`src/rtl/irq_frontend_pkg.sv`:
```
// Shared constants for the interrupt front end: register map, MODE encodings,
// bus mode codes and the channel count.
package irq_frontend_pkg;

  localparam int NUM_CH = 4;

  localparam logic [31:0] ADDR_MODE     = 32'h0000_4100;
  localparam logic [31:0] ADDR_DEBOUNCE = 32'h0000_4104;
  localparam logic [31:0] ADDR_STATUS   = 32'h0000_4108;
  localparam logic [31:0] ADDR_COUNT    = 32'h0000_410C;

  localparam logic [1:0] BUS_READ  = 2'b01;
  localparam logic [1:0] BUS_WRITE = 2'b10;

  typedef enum logic [1:0] {
    MODE_OFF  = 2'b00,
    MODE_RISE = 2'b01,
    MODE_FALL = 2'b10,
    MODE_BOTH = 2'b11
  } irq_mode_e;

  function automatic logic edge_match(input irq_mode_e mode, input logic cur, input logic prev);
    logic rise;
    logic fall;
    rise = cur & ~prev;
    fall = ~cur & prev;
    case (mode)
      MODE_RISE: return rise;
      MODE_FALL: return fall;
      MODE_BOTH: return rise | fall;
      default:   return 1'b0;
    endcase
  endfunction

endpackage

```
`src/rtl/irq_channel.sv`:
```
// One interrupt channel: synchronizer, optional debounce, edge detect,
// registered active-low pulse and saturating event counter.
// Debounce logic is built only when IRQ_FRONTEND_DEBOUNCE_EN is defined.
module irq_channel
  import irq_frontend_pkg::*;
(
  input  logic       clk,
  input  logic       reset,
  input  logic       ext_irq,
  input  irq_mode_e  mode,
`ifdef IRQ_FRONTEND_DEBOUNCE_EN
  input  logic [7:0] deb_threshold,
`endif
  input  logic       armed,
  input  logic       clear,
  output logic       stable,
  output logic       irq_n,
  output logic [7:0] count
);

  logic s1;
  logic s2;
  logic prev;
  logic evt;

  always_ff @(posedge clk or posedge reset) begin
    if (reset) begin
      s1 <= 1'b0;
      s2 <= 1'b0;
    end else begin
      s1 <= ext_irq;
      s2 <= s1;
    end
  end

`ifdef IRQ_FRONTEND_DEBOUNCE_EN
  logic       stable_q;
  logic [7:0] deb_cnt;

  always_ff @(posedge clk or posedge reset) begin
    if (reset) begin
      stable_q <= 1'b0;
      deb_cnt  <= 8'd0;
    end else if (s2 == stable_q) begin
      deb_cnt <= 8'd0;
    end else if (deb_cnt + 8'd1 >= deb_threshold) begin
      stable_q <= s2;
      deb_cnt  <= 8'd0;
    end else begin
      deb_cnt <= deb_cnt + 8'd1;
    end
  end

  // A zero threshold bypasses the register so latency matches the no-debounce build.
  assign stable = (deb_threshold == 8'd0) ? s2 : stable_q;
`else
  assign stable = s2;
`endif

  assign evt = armed & edge_match(mode, stable, prev);

  always_ff @(posedge clk or posedge reset) begin
    if (reset) begin
      prev  <= 1'b0;
      irq_n <= 1'b1;
    end else begin
      prev  <= stable;
      irq_n <= ~evt;
    end
  end

  // Clear has priority over a same-cycle increment; the pulse itself is unaffected.
  always_ff @(posedge clk or posedge reset) begin
    if (reset) begin
      count <= 8'd0;
    end else if (clear) begin
      count <= 8'd0;
    end else if (evt && count != 8'hFF) begin
      count <= count + 8'd1;
    end
  end

endmodule

```
`src/rtl/irq_frontend.sv`:
```
// Interrupt front end top: bus register decode, arming window and four irq_channel
// instances. Define IRQ_FRONTEND_DEBOUNCE_EN to include the DEBOUNCE register.
module irq_frontend
  import irq_frontend_pkg::*;
#(
  parameter logic [7:0] DEB_RESET = 8'd4
) (
  input  logic        clk,
  input  logic        reset,
  input  logic [3:0]  ext_irq,
  output logic [3:0]  irq_n,
  input  logic [31:0] slv_address,
  input  logic [31:0] slv_write_data,
  input  logic [1:0]  slv_mode,
  input  logic        slv_select,
  output logic [31:0] slv_read_data
);

  logic [7:0]        mode_reg;
  logic [1:0]        arm_cnt;
  logic              armed;
  logic              wr_en;
  logic [NUM_CH-1:0] clear_vec;
  logic [NUM_CH-1:0] stable;
  logic [7:0]        count [NUM_CH];
  logic              unused_bits;

  assign wr_en     = slv_select && (slv_mode == BUS_WRITE);
  assign clear_vec = (wr_en && slv_address == ADDR_COUNT) ? slv_write_data[NUM_CH-1:0] : '0;
  assign armed     = (arm_cnt == 2'd3);
  assign unused_bits = ^{slv_write_data[31:8], DEB_RESET};

  always_ff @(posedge clk or posedge reset) begin
    if (reset) begin
      mode_reg <= 8'd0;
    end else if (wr_en && slv_address == ADDR_MODE) begin
      mode_reg <= slv_write_data[7:0];
    end
  end

  // Holds events off for three cycles after reset while prev tracks the live level.
  always_ff @(posedge clk or posedge reset) begin
    if (reset) begin
      arm_cnt <= 2'd0;
    end else if (!armed) begin
      arm_cnt <= arm_cnt + 2'd1;
    end
  end

`ifdef IRQ_FRONTEND_DEBOUNCE_EN
  logic [7:0] deb_reg;

  always_ff @(posedge clk or posedge reset) begin
    if (reset) begin
      deb_reg <= DEB_RESET;
    end else if (wr_en && slv_address == ADDR_DEBOUNCE) begin
      deb_reg <= slv_write_data[7:0];
    end
  end
`endif

  for (genvar i = 0; i < NUM_CH; i++) begin : g_ch
    irq_channel u_ch (
      .clk          (clk),
      .reset        (reset),
      .ext_irq      (ext_irq[i]),
      .mode         (irq_mode_e'(mode_reg[2*i +: 2])),
`ifdef IRQ_FRONTEND_DEBOUNCE_EN
      .deb_threshold(deb_reg),
`endif
      .armed        (armed),
      .clear        (clear_vec[i]),
      .stable       (stable[i]),
      .irq_n        (irq_n[i]),
      .count        (count[i])
    );
  end

  always_comb begin
    slv_read_data = 32'd0;
    if (slv_select && slv_mode == BUS_READ) begin
      case (slv_address)
        ADDR_MODE:     slv_read_data = {24'd0, mode_reg};
`ifdef IRQ_FRONTEND_DEBOUNCE_EN
        ADDR_DEBOUNCE: slv_read_data = {24'd0, deb_reg};
`endif
        ADDR_STATUS:   slv_read_data = {28'd0, stable};
        ADDR_COUNT:    slv_read_data = {count[3], count[2], count[1], count[0]};
        default:       slv_read_data = 32'd0;
      endcase
    end
  end

endmodule

```
`config.mk`:
```
export PLATFORM = sky130hd
export DESIGN_NAME = irq_frontend
export DESIGN_NICKNAME = d
export VERILOG_FILES = /design/src/rtl/irq_frontend_pkg.sv /design/src/rtl/irq_channel.sv /design/src/rtl/irq_frontend.sv
export SDC_FILE = /design/constraint.sdc
export NUM_CORES = 1
export LEC_CHECK = 0
export ABC_AREA = 1
export BUFFER_PORTS_ARGS = -buffer_cell sky130_fd_sc_hd__buf_4
export CAP_MARGIN = 40
export CORE_MARGIN = 2
export CORE_UTILIZATION = 40
export CTS_CLUSTER_SIZE = 12
export DETAILED_ROUTE_END_ITERATION = 8
export PLACE_DENSITY = 0.71
export SETUP_SLACK_MARGIN = 0.2
export SYNTH_ARGS = -nofsm -noshare
export SYNTH_HDL_FRONTEND = slang
export SYNTH_SLANG_ARGS = --single-unit
export TNS_END_PERCENT = 5
```
`constraint.sdc`:
```
create_clock -name clk -period 2.3 [get_ports clk]
set_input_delay 0.23 -clock clk [delete_from_list [all_inputs] [get_ports clk]]
set_output_delay 0.23 -clock clk [all_outputs]
set_load 0.01 [all_outputs]
```
==> run summary <==
==========================================================================================
Number of warnings issued by yosys                                                       0
Worst Max-Slew Pin Slew                                                           0.510 ns
Max FO, Critical Path                                                                    8
Number of enable-type register cells in the synthesized netlist                          0
Ordered list of cells on the worst path                                       buf_4 > nor2_1 > nand2_1 > nor2_1 > nand2_1 > nor2_1 > nand2_1 > nand3_1 > nand2_1 > nor2_1 > buf_4
Final routed DRC violation total                                                         0
Final Net Count                                                                        697
Number of setup buffers added after CTS                                                  0
Number of vias in the routed layout                                                   3422
First-pass GRT wire length                                                        14800 µm
Initial Utilization                                                                  41.5%
Data arrival time of the critical path                                             1.69 ns
CTS tree                                                                             built
Stages on the worst setup path                                                          11
#FFs+latches synth                                                                      58
Accumulated negative setup slack                                                      0 ns
Last weighted congestion value of the routability-driven placer                      0.899
Most area-consuming cells after synthesis                                     dfrtp_1, nand2_1, inv_1, nor2_1, nand3_1
Sinks on Clock Net                                                                      58
Max-slew violation count                                                                 0
Kind of cell adding the most delay to the critical path                       simple AND/OR/NAND/NOR gates
Post-Synthesis Cells                                                                   515
First-iteration detailed-routing DRC count                                             162
Post-placement cell area                                                          4380 µm²
Outcome                                                                       complete, no violations
Yosys top cell by area                                                             dfrtp_1
Sum of net half-perimeters after detailed placement                                6490 µm
Sequential element share of the synthesized area                                     40.1%
Power per cell area                                                             456 nW/µm²
Number of clock buffers inserted by TritonCTS                                            9
Vias in the first global route                                                        3305
Share of final-layout standard cells stronger than drive strength 1                  22.1%
Post-Route WL                                                                      8630 µm
1st-pass router iterations                                                               4
Leak                                                                               2.39 nW
Root buffer cell                                                                  clkbuf_8
Overall die area                                                                  9860 µm²
Via density per instance                                                              4.73
Cell with the biggest individual delay on the critical path                         nor2_1
Largest net degree at the start of global routing                                       59
Worst voltage drop across the vdd grid                                          0.000249 V
Startpoint type of the worst setup path                                       primary input
Cell depth of the worst hold path                                                        3
Vertical extent of the die                                                         99.3 µm
Overflow left after global routing                                                       0
Peak per-stage delay on the critical path                                          0.28 ns
CTS HTree Levels                                                                         3
Initial antenna violation count                                                          0
Worst rel slew slack                                                                 65.9%
RSZ-0062 raised after global routing                                                   yes
Maximum operating frequency                                                        521 MHz
Horizontal extent of the die                                                       99.3 µm
Max Clock Skew                                                                  0.00937 ns
Area of the core                                                                  8760 µm²
Critical path start-end classification                                              in2out
Endpoints failing setup                                                                  0
Clock latency at the later pin of the worst-skew pair                              0.34 ns
Required time reported for the critical path endpoint                              2.07 ns
Clock Path Buffers                                                                       2
Worst hold path type                                                                in2reg
Antenna-violating nets left                                                              0
Mean Syn Cell Area                                                                7.06 µm²
Total of buffers placed on input and output ports                                       84
Clock edge transition at the registers on the reported setup and hold paths        0.07 ns
Max-cap violations                                                                       0
Post-Layout Inst Area                                                             4630 µm²
GRT Util Overall                                                                     18.6%
Count of final hold-check violations                                                     0
Most common cell in the synthesized netlist                                        nand2_1
Final min period                                                                   1.92 ns
FFs w/ async S/R, synth                                                               100%
Count of unique library cells instantiated by Yosys                                     27
Row Count                                                                               34
Cell area after synthesis                                                         3630 µm²
Dominant register cell in the synthesized netlist                                  dfrtp_1
Count of filler cells inserted in the layout                                           842
Layout overhead on the synthesized area                                              27.4%
DR WL/cell                                                                         11.9 µm
Total I/O pin count                                                                    109
Critical Path Sink Type                                                       primary output
Worst reg2reg path depth                                                                 6
Count of buffering cells on the critical path with inverters included                    2
Area fraction of the dominant cell type after synthesis                              37.2%
Total inserted antenna cells                                                             0
Final critical-path share of the clock period                                        83.5%
Max FFs per register                                                                    32
Cell types with the highest counts after synthesis                            nand2_1, inv_1, nor2_1
Syn Nets                                                                               601
==========================================================================================
worst min-delay path: stages:
cell	delay [ns]
buf_4	0.11
inv_1	0.04
o21ai_1	0.06
cells in the final DEF, fill, tap and decap left out, types with 13 or more instances in the layout:
master,netlist,layout
inv_1,99,98
nor3_2,18,18
buf_4,5,93
nor3_1,15,15
dfrtp_1,54,54
nand3_1,47,46
nand2_1,125,125
ha_1,13,13
o21ai_0,17,17
nor2_1,81,81
where the power goes:
| group | switching (W) | internal, W |
|---|---|---|
| Clock | 0.000394 | 0.000527 |
| Sequential | 0.00000721 | 0.00103 |
| Combinational | 0.0000705 | 0.0000790 |
metal layers:
layer | vias to the layer above | part of all wire (%) | global-route usage [%]
li1 | 1771 | - | -
met1 | 1555 | 44 | 22.6
met2 | 79 | 50 | 31.8
met3 | 17 | 4.8 | 4.99
met4 | 0 | 1.6 | 6.32
met5 | - | 0 | 0
worst paths after layout:
path	from	endpoint	slack (ns)
worst max-delay path	slv_address[23]	slv_read_data[2]	0.38
worst min-delay path	slv_write_data[6]	mode_reg[6]$_DFFE_PP0P_	0.13
worst max register to register	g_ch[1].u_ch.stable$_DFF_PP0_	g_ch[1].u_ch.count[3]$_DFFE_PP0P_	0.47
worst min register to register	g_ch[0].u_ch.s1$_DFF_PP0_	g_ch[0].u_ch.stable$_DFF_PP0_	0.35
max in group asynchronous	reset	g_ch[1].u_ch.irq_n$_DFF_PP1_	1.49
min in group asynchronous	reset	g_ch[3].u_ch.count[5]$_DFFE_PP0P_	0.49
through the flow:
stage          setup slack [ns]  power [W]  cells  hold slack (ns)  utilization, %
6_report                  0.379    0.00211    724            0.132            52.8
5_1_grt                   0.149    0.00220    724            0.139            52.8
2_1_floorplan             0.649    0.00111    515            0.261               -
4_1_cts                   0.339    0.00214    724            0.122            52.8
3_3_place_gp              0.383    0.00120    703            0.322            50.0
3_5_place_dp              0.359    0.00120    703            0.324            50.0
layout make-up:
type	count	area (µm²)	area share, %
multi-input combinational	344	1710	36.9
sequential	58	1460	31.5
timing repair buffer	99	768	16.6
inverter	99	372	8.03
clock buffer	13	149	3.22
tap	108	135	2.92
clock inverter	3	40.0	0.865
kinds of logic (layout without fill, tap and decap cells):
family                     after synthesis  in the layout  synth area share, %
AOI/OAI and AO/OA                       33             33                 4.72
buffers and inverters                  113            214                 13.1
DFF                                     58             58                 40.1
adders and majority gates               13             13                 4.48
xor gates and xnor gates                 3              3                0.723
and+or+nand+nor                        295            295                 36.9
what timing repair did:
action	4_1_cts	5_1_grt
setup endpoints to repair	0	8
hold endpoints to repair	58	0
hold buffers	5	0
resized for setup	0	1
(Power assumes the default switching activity.)
